$ cat src/rtl/int_issue_pkg.sv
// Shared types for the integer issue/execute unit: default widths, opcode and FSM state encodings.
package int_issue_pkg;

  localparam int DATA_W_DEF = 32;
  localparam int TAG_W_DEF  = 6;

  typedef enum logic [2:0] {
    OP_ADD = 3'b000,
    OP_SUB = 3'b001,
    OP_AND = 3'b010,
    OP_OR  = 3'b011,
    OP_XOR = 3'b100,
    OP_SLL = 3'b101,
    OP_SRL = 3'b110,
    OP_MUL = 3'b111
  } op_e;

  typedef enum logic [1:0] {
    ST_IDLE  = 2'd0,
    ST_EXEC  = 2'd1,
    ST_REQ   = 2'd2,
    ST_BCAST = 2'd3
  } state_e;

endpackage

$ cat src/rtl/int_issue_unit_if.sv
// Issue-queue handshake plus CDB request/broadcast bundle; master = queue/arbiter side, slave = issue unit.
interface int_issue_unit_if
  import int_issue_pkg::*;
#(
  parameter int DATA_W = DATA_W_DEF,
  parameter int TAG_W  = TAG_W_DEF
);

  logic              issueque_ready;
  logic [2:0]        issue_opcode;
  logic [TAG_W-1:0]  issue_rd_tag;
  logic [DATA_W-1:0] issue_rs1_data;
  logic [DATA_W-1:0] issue_rs2_data;
  logic              issueblk_done;
  logic              cdb_req;
  logic              cdb_grant;
  logic              CDB_valid;
  logic [TAG_W-1:0]  CDB_tag;
  logic [DATA_W-1:0] CDB_data;

  modport master (
    output issueque_ready, issue_opcode, issue_rd_tag, issue_rs1_data, issue_rs2_data, cdb_grant,
    input  issueblk_done, cdb_req, CDB_valid, CDB_tag, CDB_data
  );

  modport slave (
    input  issueque_ready, issue_opcode, issue_rd_tag, issue_rs1_data, issue_rs2_data, cdb_grant,
    output issueblk_done, cdb_req, CDB_valid, CDB_tag, CDB_data
  );

endinterface

$ cat src/rtl/int_mul_pipe.sv
// LAT-stage registered unsigned multiplier (low DATA_W bits); o_done asserts LAT cycles after i_start.
// Only built with INT_ISSUE_MUL_EN; no backpressure, the caller never restarts before done.
`ifdef INT_ISSUE_MUL_EN
module int_mul_pipe #(
  parameter int DATA_W = 32,
  parameter int LAT    = 4
) (
  input  logic              clk,
  input  logic              rst_n,
  input  logic              i_start,
  input  logic [DATA_W-1:0] i_a,
  input  logic [DATA_W-1:0] i_b,
  output logic              o_done,
  output logic [DATA_W-1:0] o_res
);

  logic [DATA_W-1:0] r_prod [LAT];
  logic [LAT-1:0]    r_vld;

  always_ff @(posedge clk) begin
    r_prod[0] <= i_a * i_b;
    for (int i = 1; i < LAT; i++) begin
      r_prod[i] <= r_prod[i-1];
    end
  end

  // Only the valid chain needs reset; a flushed product is never reported.
  always_ff @(posedge clk) begin
    if (!rst_n) begin
      r_vld <= '0;
    end else begin
      r_vld <= {r_vld[LAT-2:0], i_start};
    end
  end

  assign o_done = r_vld[LAT-1];
  assign o_res  = r_prod[LAT-1];

endmodule
`endif

$ cat src/rtl/int_issue_unit.sv
// Integer issue/execute: accept from issue queue, 1-cycle ALU or MUL_LAT-cycle MUL (INT_ISSUE_MUL_EN), CDB req/broadcast.
// Accept-to-CDB_valid is 3 cycles (ALU) or MUL_LAT+2 (MUL) plus grant wait; no accepts while in EXEC/REQ.
module int_issue_unit
  import int_issue_pkg::*;
#(
  parameter int DATA_W  = DATA_W_DEF,
  parameter int TAG_W   = TAG_W_DEF,
  parameter int MUL_LAT = 4
) (
  input  logic              clk,
  input  logic              rst_n,
  int_issue_unit_if.slave   io_bus
);

  if (MUL_LAT < 2 || MUL_LAT > 8) begin : g_bad_lat
    $error("int_issue_unit: MUL_LAT must be in 2..8");
  end

  state_e            r_state, w_state_nxt;
  logic              w_accept, w_exec_fin;
  logic              w_cdb_req, w_cdb_vld;
  op_e               r_op;
  logic [TAG_W-1:0]  r_tag, r_cdb_tag;
  logic [DATA_W-1:0] r_rs1, r_rs2, r_res, r_cdb_data;
  logic [DATA_W-1:0] w_alu, w_res;

  always_ff @(posedge clk) begin
    if (!rst_n) begin
      r_state <= ST_IDLE;
    end else begin
      r_state <= w_state_nxt;
    end
  end

  always_comb begin
    w_state_nxt = r_state;
    w_accept    = 1'b0;
    w_cdb_req   = 1'b0;
    w_cdb_vld   = 1'b0;
    case (r_state)
      ST_IDLE: begin
        w_accept = io_bus.issueque_ready;
        if (w_accept) w_state_nxt = ST_EXEC;
      end
      ST_EXEC: begin
        if (w_exec_fin) w_state_nxt = ST_REQ;
      end
      ST_REQ: begin
        w_cdb_req = 1'b1;
        if (io_bus.cdb_grant) w_state_nxt = ST_BCAST;
      end
      ST_BCAST: begin
        w_cdb_vld   = 1'b1;
        w_accept    = io_bus.issueque_ready;
        w_state_nxt = w_accept ? ST_EXEC : ST_IDLE;
      end
      default: w_state_nxt = ST_IDLE;
    endcase
  end

  always_comb begin
    w_alu = '0;
    case (r_op)
      OP_ADD:  w_alu = r_rs1 + r_rs2;
      OP_SUB:  w_alu = r_rs1 - r_rs2;
      OP_AND:  w_alu = r_rs1 & r_rs2;
      OP_OR:   w_alu = r_rs1 | r_rs2;
      OP_XOR:  w_alu = r_rs1 ^ r_rs2;
      OP_SLL:  w_alu = r_rs1 << r_rs2[4:0];
      OP_SRL:  w_alu = r_rs1 >> r_rs2[4:0];
      default: w_alu = '0;
    endcase
  end

`ifdef INT_ISSUE_MUL_EN
  logic [2:0]        r_cnt;
  logic              w_mul_done;
  logic [DATA_W-1:0] w_mul_res;

  // Counter paces EXEC; ALU ops load zero and leave after one cycle.
  always_ff @(posedge clk) begin
    if (!rst_n) begin
      r_cnt <= 3'd0;
    end else if (w_accept) begin
      r_cnt <= (op_e'(io_bus.issue_opcode) == OP_MUL) ? 3'(MUL_LAT - 1) : 3'd0;
    end else if (r_state == ST_EXEC && r_cnt != 3'd0) begin
      r_cnt <= r_cnt - 3'd1;
    end
  end

  int_mul_pipe #(
    .DATA_W (DATA_W),
    .LAT    (MUL_LAT)
  ) u_mul_pipe (
    .clk     (clk),
    .rst_n   (rst_n),
    .i_start (w_accept && (op_e'(io_bus.issue_opcode) == OP_MUL)),
    .i_a     (io_bus.issue_rs1_data),
    .i_b     (io_bus.issue_rs2_data),
    .o_done  (w_mul_done),
    .o_res   (w_mul_res)
  );

  assign w_exec_fin = (r_cnt == 3'd0) && ((r_op != OP_MUL) || w_mul_done);
  assign w_res      = (r_op == OP_MUL) ? w_mul_res : w_alu;
`else
  assign w_exec_fin = 1'b1;
  assign w_res      = w_alu;
`endif

  always_ff @(posedge clk) begin
    if (!rst_n) begin
      r_op       <= OP_ADD;
      r_tag      <= '0;
      r_rs1      <= '0;
      r_rs2      <= '0;
      r_res      <= '0;
      r_cdb_tag  <= '0;
      r_cdb_data <= '0;
    end else begin
      if (w_accept) begin
        r_op  <= op_e'(io_bus.issue_opcode);
        r_tag <= io_bus.issue_rd_tag;
        r_rs1 <= io_bus.issue_rs1_data;
        r_rs2 <= io_bus.issue_rs2_data;
      end
      if (r_state == ST_EXEC && w_exec_fin) begin
        r_res <= w_res;
      end
      if (r_state == ST_REQ && io_bus.cdb_grant) begin
        r_cdb_tag  <= r_tag;
        r_cdb_data <= r_res;
      end
    end
  end

  assign io_bus.issueblk_done = w_accept;
  assign io_bus.cdb_req       = w_cdb_req;
  assign io_bus.CDB_valid     = w_cdb_vld;
  assign io_bus.CDB_tag       = r_cdb_tag;
  assign io_bus.CDB_data      = r_cdb_data;

endmodule

$ cat src/flat_wrapper.sv
// flat-port wrapper written by rule: the top's interface ports become plain ports
module int_issue_unit_flat import int_issue_pkg::*;
#(
  parameter int DATA_W  = DATA_W_DEF,
  parameter int TAG_W   = TAG_W_DEF,
  parameter int MUL_LAT = 4
)
  (clk, rst_n, io_bus_issueque_ready, io_bus_issue_opcode, io_bus_issue_rd_tag, io_bus_issue_rs1_data, io_bus_issue_rs2_data, io_bus_cdb_grant, io_bus_issueblk_done, io_bus_cdb_req, io_bus_CDB_valid, io_bus_CDB_tag, io_bus_CDB_data);
  int_issue_unit_if #(.DATA_W(DATA_W), .TAG_W(TAG_W)) io_bus_i ();
  input  logic clk;
  input  logic rst_n;
  input wire logic [$bits(io_bus_i.issueque_ready)-1:0] io_bus_issueque_ready;
  input wire logic [$bits(io_bus_i.issue_opcode)-1:0] io_bus_issue_opcode;
  input wire logic [$bits(io_bus_i.issue_rd_tag)-1:0] io_bus_issue_rd_tag;
  input wire logic [$bits(io_bus_i.issue_rs1_data)-1:0] io_bus_issue_rs1_data;
  input wire logic [$bits(io_bus_i.issue_rs2_data)-1:0] io_bus_issue_rs2_data;
  input wire logic [$bits(io_bus_i.cdb_grant)-1:0] io_bus_cdb_grant;
  output wire logic [$bits(io_bus_i.issueblk_done)-1:0] io_bus_issueblk_done;
  output wire logic [$bits(io_bus_i.cdb_req)-1:0] io_bus_cdb_req;
  output wire logic [$bits(io_bus_i.CDB_valid)-1:0] io_bus_CDB_valid;
  output wire logic [$bits(io_bus_i.CDB_tag)-1:0] io_bus_CDB_tag;
  output wire logic [$bits(io_bus_i.CDB_data)-1:0] io_bus_CDB_data;
  assign io_bus_i.issueque_ready = io_bus_issueque_ready;
  assign io_bus_i.issue_opcode = io_bus_issue_opcode;
  assign io_bus_i.issue_rd_tag = io_bus_issue_rd_tag;
  assign io_bus_i.issue_rs1_data = io_bus_issue_rs1_data;
  assign io_bus_i.issue_rs2_data = io_bus_issue_rs2_data;
  assign io_bus_i.cdb_grant = io_bus_cdb_grant;
  assign io_bus_issueblk_done = io_bus_i.issueblk_done;
  assign io_bus_cdb_req = io_bus_i.cdb_req;
  assign io_bus_CDB_valid = io_bus_i.CDB_valid;
  assign io_bus_CDB_tag = io_bus_i.CDB_tag;
  assign io_bus_CDB_data = io_bus_i.CDB_data;
  int_issue_unit #(.DATA_W(DATA_W), .TAG_W(TAG_W), .MUL_LAT(MUL_LAT)) u_core (.clk(clk), .rst_n(rst_n), .io_bus(io_bus_i));
endmodule
$ cat config.mk
export PLATFORM = sky130hd
export DESIGN_NAME = int_issue_unit_flat
export DESIGN_NICKNAME = d
export VERILOG_FILES = /design/src/rtl/int_issue_pkg.sv /design/src/rtl/int_issue_unit_if.sv /design/src/rtl/int_mul_pipe.sv /design/src/rtl/int_issue_unit.sv /design/src/flat_wrapper.sv
export SDC_FILE = /design/constraint.sdc
export NUM_CORES = 1
export LEC_CHECK = 0
export ABC_CLOCK_PERIOD_IN_PS = 6600
export BUFFER_PORTS_ARGS = -buffer_cell sky130_fd_sc_hd__buf_2
export CORE_MARGIN = 3
export CORE_UTILIZATION = 65
export CTS_CLUSTER_DIAMETER = 50
export DETAILED_ROUTE_END_ITERATION = 8
export MAX_ROUTING_LAYER = met4
export PLACE_DENSITY_LB_ADDON = 0.08
export SETUP_SLACK_MARGIN = 0.5
export SLEW_MARGIN = 5
export SYNTH_ARGS = -nofsm -noshare
export SYNTH_HDL_FRONTEND = slang
export SYNTH_SLANG_ARGS = --single-unit
$ cat constraint.sdc
create_clock -name clk -period 6.6 [get_ports clk]
set_input_delay 0.66 -clock clk [delete_from_list [all_inputs] [get_ports clk]]
set_output_delay 0.66 -clock clk [all_outputs]
set_load 0.05 [all_outputs]
==> summary.md, run 1 <==
Yosys printed 0 warnings. Buffers added to address setup during post-CTS repair amount to 0. For the pin with the worst max-slew slack, the measured transition is 1.25 ns. Yosys mapped a number of flops with a built-in enable equal to 0. The critical path goes through nor2_2 -> nand2_1 -> o21ai_0 -> inv_1 -> ha_1 -> nor2b_1 -> o2111a_1 -> o211ai_1 -> nand3_1 -> a21oi_1 -> xnor2_1 -> a2111oi_0 -> nor2_1. The worst hold path was traced through 3 stages. Commonest register cell after synthesis: sky130_fd_sc_hd__dfxtp_1.

The tools report the total wire length as 47400 um. For the final routed database, the setup TNS stands at 0 ns. STA classifies the critical path startpoint as a flop.

The run gives 0 as the number of max-capacitance violations reported. Data arrives at the worst endpoint at 4.86 ns. The final weighted congestion in routability-driven placement is 1.09, and the number of placement rows is 50.

Dividing the detail-routed wire length by the instance count gives 23.6 um. The logs give 0.673 for the initial cell density of the core and 34500 um for the placed wire-length estimate. The tools report the number of buffers inserted during clock tree synthesis as 17. The run gives 4 as the number of H-tree branching levels. The final layout contains 1920 nets.

The tools report the peak clock frequency supported by timing as 0.220 GHz. In this run the critical register-to-register path is captured at u_core.r_res[17]$_SDFFE_PN0N_. After clock tree synthesis, the repair step resized 0 gates. The max-slew violation count was 0; the number of port buffers was 117. The portion of the clock cycle consumed by the worst path in the final layout works out to 0.688. The normalized max-slew margin was 0.157. The slowest stage of the critical path is the sky130_fd_sc_hd__a2111oi_0 cell. Entering global routing, the biggest net connects 75 pins.

The overall track demand over capacity in global routing was 0.443; the netlist area before placement was 0.0128 sq mm. The flow ran to the end, and the final reports show no timing, DRC or antenna violations. Maximum resistive drop on vdd: 0.323 mV.

The first global-routing pass estimated 72300 um of wire. Via count of the first global-routing pass: 12700. The detailed router placed 13900 vias in this run. For this run, design rule violations remaining after detail routing come to 0. The tools report the maximum clock skew at final layout as 0.0130 ns.

The fraction of registers with async set/reset was 0. Most used standard cell by instance count after synthesis: sky130_fd_sc_hd__nand2_1. The largest single stage delay on the critical path is 0.54 ns. The die is 146 um wide. The total setup violations reported at the end of the flow was 0; the fraction of layout cells with a size suffix above 1 was 0.142. The path class of the lowest-slack min-delay path is in -> reg. TritonCTS built the clock tree.

The post-synthesis area per instance is 7.46 sq um, and the leakage power total is 5.48 nW. Of all nets on the critical path, the largest fanout is 12. The tools report the number of distinct library cells after synthesis as 72. The initial antenna violation count is 1.

The worst hold path begins at io_bus_issue_rs2_data[3]. The routed via count divided by cell count was 6.89. Counting every net in the synthesized netlist gives 1897. After layout, the minimum clock period comes to 4.54 ns. The die covers 0.0214 sq mm.

The count of routing violations after the opening detailed-route iteration was 2174. The post-placement worst setup slack was 2.32 ns; the number of hold buffers added after cts was 0. The share of synthesized area occupied by flip-flops and latches was 0.227; the number of cell instances on the worst register-to-register path was 13.

Yosys attributes the largest share of cell area to sky130_fd_sc_hd__dfxtp_1 23%, sky130_fd_sc_hd__ha_1 10%, sky130_fd_sc_hd__nand2_1 10%. In this run the count of I/O pins placed on the die edge is 118. The synthesized instance count is 1717, and the data required time of the worst path is 6.92 ns. Including well taps, the total number of placed cells is 1981. After routing the design area is 0.0140 sq mm. The synthesized design spends more area on one cell type than any other, namely sky130_fd_sc_hd__dfxtp_1. Core region area: 0.0190 sq mm. The type of destination of the critical path is a flop. The startpoint of the most critical setup path is u_core.r_op[1]$_SDFFE_PN0P_.

Dividing total power by cell area gives a power density of 459 mW/mm^2. Summing all placed instances gives a cell area of 0.0134 sq mm. The commonest cells after synthesis are 340 x sky130_fd_sc_hd__nand2_1, 199 x sky130_fd_sc_hd__a21oi_1, 145 x sky130_fd_sc_hd__dfxtp_1.

The detailed-router iteration count before antenna repair was 8; the number of synthesized register bits was 145. The setup slack of the worst register-to-register path was 2.06 ns. Once layout is complete, the cells apart from fillers number 2014. The startpoint of the worst-slack reg-to-reg timing path was u_core.r_op[1]$_SDFFE_PN0P_.

The critical path start-end classification is reg -> reg. For the clock latency reported for the late side of the worst-skew pair, the log shows 0.45 ns. Clock tree synthesis selected as its root buffer the cell sky130_fd_sc_hd__clkbuf_16. Setup repair after global routing left no endpoint under its margin. The area growth from synthesis to layout is 9.06%.

Broken down by cell family, the worst path's largest delay share belongs to compound AO/OA/AOI/OAI gates. The clock net in this run drives a total of 145 sinks. The end-of-flow core utilization was 0.734.

The terminating pin of the worst hold path is u_core.r_rs2[3]$_SDFFE_PN0P_. The count of endpoints failing hold in the final timing report was 0. In this run the vertical extent of the chip is 146 um.

The fraction of synthesized cell area taken by the top area cell type was 0.227. The clock passes through at most 2 buffers. Summed over all layers, the global routing overflow is 0. The worst path meets setup with 2.06 ns of slack. The buffers plus inverters on the worst setup path was 1.

Residual antenna-violating net count after detailed routing: 0. After clock tree synthesis, the clock-pin slew on the worst setup and hold paths is 0.07 ns.
flip-flops by register name (all words and copies together), names as in the netlist:
| signal | cells |
|---|---|
| u_core.r_rs2 | 32 |
| u_core.r_rs1 | 32 |
| u_core.r_state | 2 |
| u_core.r_tag | 6 |
| u_core.io_bus.CDB_tag | 6 |
| u_core.r_res | 32 |
| u_core.io_bus.CDB_data | 32 |
| u_core.r_op | 3 |
through the flow:
step           total power [mW]  hold slack [ns]
2_1_floorplan              4.08            0.427
3_3_place_gp               5.06            0.435
3_5_place_dp               5.14            0.444
4_1_cts                    6.22            0.441
5_1_grt                    6.73            0.454
6_report                   6.41            0.438
cells in the final DEF (no fill, tap or decap), drive strengths merged, types with 5 or more instances in the layout:
cell type and n:
a21oi 199, mux4 49, and2 7, buf 136
a31oi 16, a22oi 32, clkinv 5, and3 9
mux2 14, dfxtp 145, nor2b 11, mux2i 39
o21a 5, o21bai 7, nand2b 12, clkbuf 19
a211oi 31, o31ai 7, o221ai 24, or2 5
o211ai 20, nand2 340, or4 5, nor3 42
o22ai 11, a221oi 12, a21o 9, nand4 10
nor2 141, o21ai 62, inv 87, xnor2 46
nor4 9, ha 102, nand3 30
power breakdown:
| part | leakage [nW] | internal (mW) | switching [mW] | total (mW) |
|---|---|---|---|---|
| Clock | 0.300 | 0.613 | 0.450 | 1.06 |
| Combinational | 4.00 | 1.41 | 2.53 | 3.94 |
| Sequential | 1.18 | 1.06 | 0.350 | 1.41 |
kinds of logic after synthesis:
kind of cell / count (synthesis) / share of synthesized area
multiplexers: 102 / 0.129
XOR/XNOR: 49 / 0.0341
flip-flops: 145 / 0.227
adder cells (fa/ha/maj): 103 / 0.101
AO/OA/AOI/OAI: 477 / 0.236
AND/OR/NAND/NOR: 626 / 0.207
buffers and inverters: 215 / 0.0658
how the worst max path moves through the flow:
| stage | to | slack [ns] | depth (start not counted) |
|---|---|---|---|
| final | u_core.r_res[17]$_SDFFE_PN0N_ | 2.06 | 13 |
| after global routing | u_core.r_res[21]$_SDFFE_PN0N_ | 1.89 | 15 |
| after CTS | u_core.r_res[21]$_SDFFE_PN0N_ | 2.29 | 15 |
| after detailed placement | u_core.r_res[21]$_SDFFE_PN0N_ | 2.32 | 15 |
| after global placement | u_core.r_res[17]$_SDFFE_PN0N_ | 2.42 | 13 |
| after floorplan | u_core.r_res[28]$_SDFFE_PN0N_ | 2.74 | 17 |
area by class of cell:
| type | instances | area (sq um) |
|---|---|---|
| antenna | 1 | 2.50 |
| clock buffer | 19 | 443 |
| tap | 260 | 325 |
| clock inverter | 13 | 173 |
| multi-input combinational | 1357 | 9070 |
| sequential | 145 | 2910 |
| inverter | 83 | 314 |
| fill | 1509 | 5050 |
| timing repair buffer | 136 | 728 |
per-layer routing:
metal | global-route usage | wire length, um | vias to the layer above
met5 | - | 0 | -
met2 | 0.650 | 20200 | 1128
met3 | 0.132 | 7110 | 229
li1 | - | - | 6197
met4 | 0.178 | 2500 | 0
met1 | 0.575 | 17600 | 6316
worst reg2reg max path, cell delays in order (launching register included):
cell and delay, ns:
sky130_fd_sc_hd__dfxtp_1 0.39, sky130_fd_sc_hd__nor2_2 0.52, sky130_fd_sc_hd__nand2_1 0.50, sky130_fd_sc_hd__o21ai_0 0.50
sky130_fd_sc_hd__inv_1 0.09, sky130_fd_sc_hd__ha_1 0.27, sky130_fd_sc_hd__nor2b_1 0.14, sky130_fd_sc_hd__o2111a_1 0.27
sky130_fd_sc_hd__o211ai_1 0.51, sky130_fd_sc_hd__nand3_1 0.27, sky130_fd_sc_hd__a21oi_1 0.23, sky130_fd_sc_hd__xnor2_1 0.11
sky130_fd_sc_hd__a2111oi_0 0.54, sky130_fd_sc_hd__nor2_1 0.10
Note: power is estimated with default switching activity, not from simulation.
==> inputs of run 2 (changes only) <==
--- a/config.mk
+++ b/config.mk
@@ -5,10 +5,10 @@
 export SDC_FILE = /design/constraint.sdc
 export NUM_CORES = 1
 export LEC_CHECK = 0
-export ABC_CLOCK_PERIOD_IN_PS = 6600
+export ABC_CLOCK_PERIOD_IN_PS = 4000
 export BUFFER_PORTS_ARGS = -buffer_cell sky130_fd_sc_hd__buf_2
 export CORE_MARGIN = 3
-export CORE_UTILIZATION = 65
+export CORE_UTILIZATION = 56
 export CTS_CLUSTER_DIAMETER = 50
 export DETAILED_ROUTE_END_ITERATION = 8
 export MAX_ROUTING_LAYER = met4
==> constraint.sdc (replaced) <==
create_clock -name clk -period 4 [get_ports clk]
set_input_delay 0.4 -clock clk [delete_from_list [all_inputs] [get_ports clk]]
set_output_delay 0.4 -clock clk [all_outputs]
set_load 0.05 [all_outputs]
==> run 2 against run 1 <==
Effect of this change: worst hold slack lost 0.26 ns; global-route usage fell by 3.0 points; register-to-register slack worse by 1.8 ns; count of clock-buffer cells in the layout down 2; die area rose by 15%; first-iteration DRC count is 21% lower; non-clock buffer count up 79; cell count up 4.9%; critical endpoint is now u_core.r_res[30]$_SDFFE_PN0N_; critical path depth grew 1.
==> summary.md, run 2 (same netlist as run 1, synthesis figures left out) <==
The run finished with clean final reports. The number of H-tree branching levels was 4 (unchanged); the count of endpoints failing hold in the final timing report was 0 (unchanged). The master of the slowest instance on the critical path is sky130_fd_sc_hd__or4_4 (was sky130_fd_sc_hd__a2111oi_0). The die extent in x was 157 um (was 146 um).

Most frequent standard cell in the layout excluding fill and tap cells: sky130_fd_sc_hd__nand2_1 (unchanged). The power share of the clock group is 0.142 (was 0.166), and the data required time of the worst path is 4.36 ns (was 6.92 ns). Normalized max-slew margin: 0.183 (was 0.157).

The total non-filler cell area in the finished layout was 0.0149 sq mm (was 0.0140 sq mm); the via count of the first global-routing pass was 12600 (was 12700). The element type at the critical path start is a flop (unchanged). The final sum of negative setup slack is 0 ns (unchanged), and the combinational power share is 0.658 (was 0.614). The area growth from synthesis to layout was 16.0% (was 9.06%); the fraction of layout cells with a size suffix above 1 was 0.211 (was 0.142).

The vias after detailed routing came out at 14000 (was 13900). The buffers plus inverters on the worst setup path works out to 2 (was 1). The clock transition at the register clock pins on the worst setup and hold paths after CTS came out at 0.07 ns (about the same). The total power density per cell area is 761 mW/mm^2 (was 459 mW/mm^2), and the pin count of the biggest net entering global routing is 76 (was 75). The number of buffers inserted during clock tree synthesis came out at 17 (unchanged). The clock sink count is 145 (unchanged), and the initial antenna violation count is 0 (was 1).

The switching portion of total power works out to 0.520 (about the same). The worst-path maximum fanout came out at 4 (was 12). The flip-flop and latch area is 0.00292 sq mm (was 0.00291 sq mm). The residual antenna-violating net count after detailed routing is 0 (unchanged), and the end-of-flow core utilization is 0.671 (was 0.734). The run gives 0.0153 ns (was 0.0130 ns) as the maximum clock skew at final layout.

Top library cells by usage in the layout, fill and taps aside: 338 x sky130_fd_sc_hd__nand2_1, 191 x sky130_fd_sc_hd__a21oi_1, 140 x sky130_fd_sc_hd__dfxtp_1, 130 x sky130_fd_sc_hd__nor2_1, 117 x sky130_fd_sc_hd__buf_2 (was 340 x sky130_fd_sc_hd__nand2_1, 199 x sky130_fd_sc_hd__a21oi_1, 141 x sky130_fd_sc_hd__dfxtp_1, 140 x sky130_fd_sc_hd__nor2_1, 117 x sky130_fd_sc_hd__buf_2). For the number of top-level design ports, the log shows 118 (unchanged). Critical path start-end classification: reg -> reg (unchanged). The portion of the clock cycle consumed by the worst path in the final layout works out to 0.941 (was 0.688). Delay of the slowest cell on the worst path: 0.53 ns (was 0.54 ns).

The count of routing violations after the opening detailed-route iteration is 1710 (was 2174), and the maximum resistive drop on vdd is 0.527 mV (was 0.323 mV). The routed via count divided by cell count is 6.61 (was 6.89). The number of hold buffers added after cts is 0 (unchanged). The peak clock frequency supported by timing is 0.266 GHz (was 0.220 GHz), and the number of filler cells placed in the layout is 1936 (was 1509). The run gives 5.42 mW (was 3.08 mW) as the internal cell power.

The root buffer cell was sky130_fd_sc_hd__clkbuf_16 (unchanged). Final weighted congestion in routability-driven placement: 1.04 (was 1.09). Placed wire-length estimate: 37600 um (was 34500 um). The tools report the detailed-router iteration count before antenna repair as 6 (was 8). The path class of the lowest-slack min-delay path was in -> reg (unchanged).

The shortest clock period the worst path allows after layout is 3.77 ns (was 4.54 ns), and the leakage power total is 5.92 nW (was 5.48 nW). The cell family with the largest share of critical-path delay was simple AND/OR/NAND/NOR gates (was compound AO/OA/AOI/OAI gates). The run gives 54 (was 50) as the number of placement rows. The number of nets in the layout was 1999 (was 1920); the sequential group share of total power was 0.200 (was 0.220). Number of port buffers: 117 (unchanged). The transition time at the pin with the least slew margin was 1.22 ns (was 1.25 ns). TritonCTS built the clock tree.

The total DRC errors in the routed layout was 0 (unchanged); the overall die height was 157 um (was 146 um). The run gives 0 (unchanged) as the number of max-capacitance violations reported. For the endpoint arrival time on the critical path, the log shows 4.13 ns (was 4.86 ns). The tools report the clock latency reported for the late side of the worst-skew pair as 0.44 ns (was 0.45 ns). The run gives 0 (unchanged) as the max-slew violation count. Cell breakdown of the critical path: or4_4 -> or4_4 -> nor4_4 -> buf_4 -> buf_4 -> a41oi_1 -> xnor2_1 -> ha_2 -> nand2_1 -> nor2_1 -> o21a_1 -> o21ai_1 -> or4_1 -> o211ai_1 (was nor2_2 -> nand2_1 -> o21ai_0 -> inv_1 -> ha_1 -> nor2b_1 -> o2111a_1 -> o211ai_1 -> nand3_1 -> a21oi_1 -> xnor2_1 -> a2111oi_0 -> nor2_1).

The tools report the total power draw as 11.3 mW (was 6.41 mW). The tools report the initial cell density of the core as 0.578 (was 0.673). The tools report the core region area as 0.0222 sq mm (was 0.0190 sq mm). The sum of overflow across all layers after global routing is 0 (unchanged). The area of the multi-input gates is 0.00938 sq mm (was 0.00907 sq mm).

Net switching power: 5.88 mW (was 3.33 mW). Type of destination of the critical path: a flop (unchanged). The logs give 0.0139 sq mm (was 0.0134 sq mm) for the total cell area at the placement stage and 0.413 (was 0.443) for the overall track demand over capacity in global routing. The total setup violations reported at the end of the flow is 0 (unchanged), and the area enclosed by the die boundary is 0.0247 sq mm (was 0.0214 sq mm). Setup repair after global routing could not meet its margin everywhere.

For the total wire length, the log shows 50400 um (was 47400 um). The routed length per instance is 23.8 um (was 23.6 um), and the number of diodes added for antenna fixing is 0 (was 1). The clock tree buffer depth is 2 (unchanged). The first-pass GRT wire length is 75700 um (was 72300 um).
==> run 2: worst register-to-register path: stages, from the launching register on <==
cell and delay (ns):
sky130_fd_sc_hd__dfxtp_4 0.35, sky130_fd_sc_hd__or4_4 0.53, sky130_fd_sc_hd__or4_4 0.49, sky130_fd_sc_hd__nor4_4 0.25
sky130_fd_sc_hd__buf_4 0.19, sky130_fd_sc_hd__buf_4 0.12, sky130_fd_sc_hd__a41oi_1 0.13, sky130_fd_sc_hd__xnor2_1 0.16
sky130_fd_sc_hd__ha_2 0.35, sky130_fd_sc_hd__nand2_1 0.12, sky130_fd_sc_hd__nor2_1 0.19, sky130_fd_sc_hd__o21a_1 0.21
sky130_fd_sc_hd__o21ai_1 0.11, sky130_fd_sc_hd__or4_1 0.41, sky130_fd_sc_hd__o211ai_1 0.10
==> run 2: routing by layer <==
layer | GRT usage | up-vias | part of all wire
li1 | - | 6363 | -
met1 | 0.562 | 6546 | 0.41
met2 | 0.611 | 919 | 0.43
met3 | 0.0910 | 138 | 0.12
met4 | 0.135 | 0 | 0.039
met5 | - | - | 0
==> run 2: layout make-up <==
type | count | area share
clock inverters | 15 | 0.00850
clock buffers | 17 | 0.0286
well taps | 280 | 0.0236
flip-flops and latches | 145 | 0.196
multi-input cells | 1357 | 0.631
repair buffers | 215 | 0.0909
inverters | 83 | 0.0211
==> run 2: path summary, 6_finish.rpt <==
path / from / to / slack [ns] / cells after the start
worst max-delay path: u_core.r_rs2[10]$_SDFFE_PN0P_ / u_core.r_res[30]$_SDFFE_PN0N_ / 0.23 / 14
worst min-delay path: io_bus_issue_rs2_data[3] / u_core.r_rs2[3]$_SDFFE_PN0P_ / 0.18 / 3
worst max register to register: u_core.r_rs2[10]$_SDFFE_PN0P_ / u_core.r_res[30]$_SDFFE_PN0N_ / 0.23 / 14
worst min register to register: u_core.io_bus.CDB_data[26]$_SDFFE_PN0P_ / u_core.io_bus.CDB_data[26]$_SDFFE_PN0P_ / 0.45 / 2
==> run 2: what timing repair did <==
item | 4_1_cts | 5_1_grt
endpoints found under the setup margin | 13 | 27
pin swaps | 16 | 12
resized for setup | 33 | 45
buffers inserted | 13 | 5
==> run 2: metrics by stage <==
step / hold slack (ns) / cells / setup WS, ns
2_1_floorplan: 0.427 / 1717 / 0.459
4_1_cts: 0.184 / 2107 / 0.276
5_1_grt: 0.192 / 2112 / 0.112
3_3_place_gp: 0.436 / 2062 / 0.234
6_report: 0.179 / 2112 / 0.235
3_5_place_dp: 0.443 / 2062 / 0.123
==> run 2: power by group through the flow <==
stage          logic [mW]  clock network, mW  registers (mW)
6_report             7.44               1.61            2.26
4_1_cts              7.01               1.60            2.20
3_5_place_dp         6.76                  0            2.23
2_1_floorplan        4.74                  0            2.05
5_1_grt              7.98               1.66            2.27
3_3_place_gp         6.68                  0            2.22
==> inputs of run 3 (changes only) <==
--- a/config.mk
+++ b/config.mk
@@ -7,8 +7,10 @@
 export LEC_CHECK = 0
 export ABC_CLOCK_PERIOD_IN_PS = 4000
 export BUFFER_PORTS_ARGS = -buffer_cell sky130_fd_sc_hd__buf_2
+export CELL_PAD_IN_SITES_DETAIL_PLACEMENT = 1
+export CELL_PAD_IN_SITES_GLOBAL_PLACEMENT = 1
 export CORE_MARGIN = 3
-export CORE_UTILIZATION = 56
+export CORE_UTILIZATION = 41
 export CTS_CLUSTER_DIAMETER = 50
 export DETAILED_ROUTE_END_ITERATION = 8
 export MAX_ROUTING_LAYER = met4
==> run 3 against run 2 <==
Effect of this change: maximum frequency decreased by 2.8%; clock skew is 0.0049 ns lower; first-iteration DRC count fell by 33%; routed wire length up 13%; global-route usage is 6.5 points lower; critical path depth rose by 1; sequential share of layout area decreased by 0.59 points; count of clock-buffer cells in the layout is 2 higher; worst setup slack worse by 0.11 ns; critical path type unchanged; largest cell class unchanged.
==> summary.md, run 3 (same netlist as run 1, synthesis figures left out) <==
The total power density per cell area works out to 777 mW/mm^2 (was 761 mW/mm^2). For the power share of the clock group, the log shows 0.139 (was 0.142). The via count of the first global-routing pass is 13700 (was 12600), and the shortest clock period the worst path allows after layout is 3.87 ns (was 3.77 ns). Cell breakdown of the critical path: or4_4 -> or4_4 -> nor4_4 -> buf_4 -> nor2_1 -> xnor2_1 -> ha_4 -> nand3_4 -> nor3_4 -> nand3_2 -> nand3_2 -> o21a_1 -> o21ai_2 -> or4_1 -> o211ai_1 (was or4_4 -> or4_4 -> nor4_4 -> buf_4 -> buf_4 -> a41oi_1 -> xnor2_1 -> ha_2 -> nand2_1 -> nor2_1 -> o21a_1 -> o21ai_1 -> or4_1 -> o211ai_1). The clock tree buffer depth came out at 2 (unchanged).

For the count of endpoints failing hold in the final timing report, the log shows 0 (unchanged). For the max-slew violation count, the log shows 0 (unchanged). The flow ran to the end, and the final reports show no timing, DRC or antenna violations. The total wire length was 57100 um (was 50400 um).

The run gives 2253 (was 2112) as the final standard cell count with taps included and fillers excluded. The root buffer cell was sky130_fd_sc_hd__clkbuf_16 (unchanged). The maximum clock skew at final layout was 0.0104 ns (was 0.0153 ns).

The number of filler cells placed in the layout is 3839 (was 1936), and the endpoint arrival time on the critical path is 4.25 ns (was 4.13 ns). The portion of the clock cycle consumed by the worst path in the final layout was 0.969 (was 0.941). The end-of-flow core utilization is 0.500 (was 0.671).

The worst hold slack across all endpoints was 0.168 ns (was 0.179 ns); the delay of the slowest cell on the worst path was 0.55 ns (was 0.53 ns). The tools report the element type at the critical path start as a flop (unchanged). The number of H-tree branching levels came out at 4 (unchanged). The tools report the number of hold buffers added after cts as 0 (unchanged).

Critical path start-end classification: reg -> reg (unchanged). The run gives 0 ns (unchanged) as the final sum of negative setup slack. The number of placement rows was 64 (was 54); the worst-path maximum fanout was 5 (was 4). The normalized max-slew margin is 0.199 (was 0.183), and the count of routing violations after the opening detailed-route iteration is 1153 (was 1710). The tools report the core region area as 0.0307 sq mm (was 0.0222 sq mm). Total setup violations reported at the end of the flow: 0 (unchanged).

The logs give 6.09 nW (was 5.92 nW) for the leakage power total and 86300 um (was 75700 um) for the first-pass GRT wire length. Peak clock frequency supported by timing: 0.258 GHz (was 0.266 GHz). Top library cells by usage in the layout, fill and taps aside: 337 x sky130_fd_sc_hd__nand2_1, 189 x sky130_fd_sc_hd__a21oi_1, 137 x sky130_fd_sc_hd__dfxtp_1, 130 x sky130_fd_sc_hd__nor2_1, 117 x sky130_fd_sc_hd__buf_2 (was 338 x sky130_fd_sc_hd__nand2_1, 191 x sky130_fd_sc_hd__a21oi_1, 140 x sky130_fd_sc_hd__dfxtp_1, 130 x sky130_fd_sc_hd__nor2_1, 117 x sky130_fd_sc_hd__buf_2). The area growth from synthesis to layout was 19.7% (was 16.0%). The transition time at the pin with the least slew margin was 1.20 ns (was 1.22 ns). The pin count of the biggest net entering global routing is 74 (was 76). TritonCTS built the clock tree. The tools report the placed wire-length estimate as 43000 um (was 37600 um).

The number of nets in the layout is 2024 (was 1999), and the switching portion of total power is 0.517 (was 0.520). The net switching power was 6.16 mW (was 5.88 mW). For the overall track demand over capacity in global routing, the log shows 0.347 (was 0.413). The tools report the sequential group share of total power as 0.190 (was 0.200).

The overall die height is 183 um (was 157 um), and the routed length per instance is 25.3 um (was 23.8 um). The most frequent standard cell in the layout excluding fill and tap cells is sky130_fd_sc_hd__nand2_1 (unchanged). The routed via count divided by cell count was 6.17 (was 6.61); the clock transition at the register clock pins on the worst setup and hold paths after CTS was 0.07 ns (about the same). The residual antenna-violating net count after detailed routing is 0 (unchanged).

Setup repair after global routing could not meet its margin everywhere. The cell family with the largest share of critical-path delay is simple AND/OR/NAND/NOR gates (unchanged). The type of destination of the critical path was a flop (unchanged).

The initial antenna violation count was 1 (was 0). The master of the slowest instance on the critical path was sky130_fd_sc_hd__or4_4 (unchanged). Path class of the lowest-slack min-delay path: in -> reg (unchanged). The area enclosed by the die boundary was 0.0334 sq mm (was 0.0247 sq mm); the die extent in x was 183 um (was 157 um).

The number of port buffers is 117 (unchanged), and the initial cell density of the core is 0.418 (was 0.578). The number of max-capacitance violations reported was 0 (unchanged); the fraction of layout cells with a size suffix above 1 was 0.230 (was 0.211). The run gives 13900 (was 14000) as the vias after detailed routing. The clock sink count is 145 (unchanged). The final weighted congestion in routability-driven placement is 1.07 (was 1.04), and the number of top-level design ports is 118 (unchanged). Sum of overflow across all layers after global routing: 0 (unchanged). The run gives 0.334 mV (was 0.527 mV) as the maximum resistive drop on vdd. The tools report the detailed-router iteration count before antenna repair as 5 (was 6). The tools report the total instance count after detailed placement as 2203 (was 2062). The combinational power share is 0.672 (was 0.658), and the clock latency reported for the late side of the worst-skew pair is 0.46 ns (was 0.44 ns). The internal cell power was 5.75 mW (was 5.42 mW).

The data required time of the worst path came out at 4.38 ns (was 4.36 ns). The buffers plus inverters on the worst setup path is 1 (was 2). The total DRC errors in the routed layout is 0 (unchanged), and the number of buffers inserted during clock tree synthesis is 17 (unchanged).
[run 3: cell count changes in the layout (fill, tap and decap cells not counted), sizes merged]
cell	before	now
bufinv	0	2
clkinv	9	8
buf	215	240
diode	0	1
clkinvlp	1	2
clkbuf	17	19
inv	88	83
[run 3: area by class of cell]
| type | count | area (sq um) | share of cell area |
|---|---|---|---|
| clock buffer | 19 | 433 | 0.0282 |
| antenna | 1 | 2.50 | 0.000163 |
| tap | 396 | 495 | 0.0323 |
| clock inverter | 12 | 134 | 0.00873 |
| multi-input combinational | 1357 | 9470 | 0.618 |
| sequential | 145 | 2920 | 0.190 |
| timing repair buffer | 240 | 1560 | 0.102 |
| inverter | 83 | 317 | 0.0207 |
[run 3: worst paths after layout]
kind              slack [ns]                                     to  cells past startpoint                                   from
hold / removal          0.17           u_core.r_rs2[2]$_SDFFE_PN0P_                      3               io_bus_issue_rs2_data[2]
hold reg to reg         0.45  u_core.io_bus.CDB_tag[4]$_SDFFE_PN0P_                      2  u_core.io_bus.CDB_tag[4]$_SDFFE_PN0P_
setup / recovery        0.13          u_core.r_res[30]$_SDFFE_PN0N_                     15          u_core.r_rs2[10]$_SDFFE_PN0P_
setup reg to reg        0.13          u_core.r_res[30]$_SDFFE_PN0N_                     15          u_core.r_rs2[10]$_SDFFE_PN0P_
[run 3: worst min-delay path, cell delays in order]
cell                      delay, ns
sky130_fd_sc_hd__buf_2         0.09
sky130_fd_sc_hd__nand2_1       0.05
sky130_fd_sc_hd__a21oi_1       0.05
[run 3: power groups by stage]
stage               Combinational (mW)  Sequential (mW)  Clock (mW)
CTS                               7.47             2.22        1.67
global placement                  7.13             2.24           0
floorplan                         4.74             2.05           0
detailed placement                7.25             2.25           0
finish                            8.00             2.26        1.65
global route                      8.61             2.28        1.73
[run 3: layer usage]
metal  global-route usage  vias to the layer above  routed length [um]
met5                    -                        -                   0
li1                     -                     6383                   -
met1                0.477                     6864               25400
met3               0.0494                      109                4230
met2                0.520                      551               25400
met4                0.132                        0                2050
[run 3: per-stage QoR]
step	power (mW)	worst slack, ns	instance area [sq um]
CTS	11.4	0.225	15000
global route	12.6	0.00661	15300
finish	11.9	0.126	15300
global placement	9.37	0.220	14200
detailed placement	9.50	0.189	14200
floorplan	6.79	0.459	12900
[run 3: repair_timing]
item | CTS | global route
gates resized for setup | 27 | 67
pin swaps | 14 | 39
setup endpoints to repair | 14 | 26
setup buffers | 9 | 9
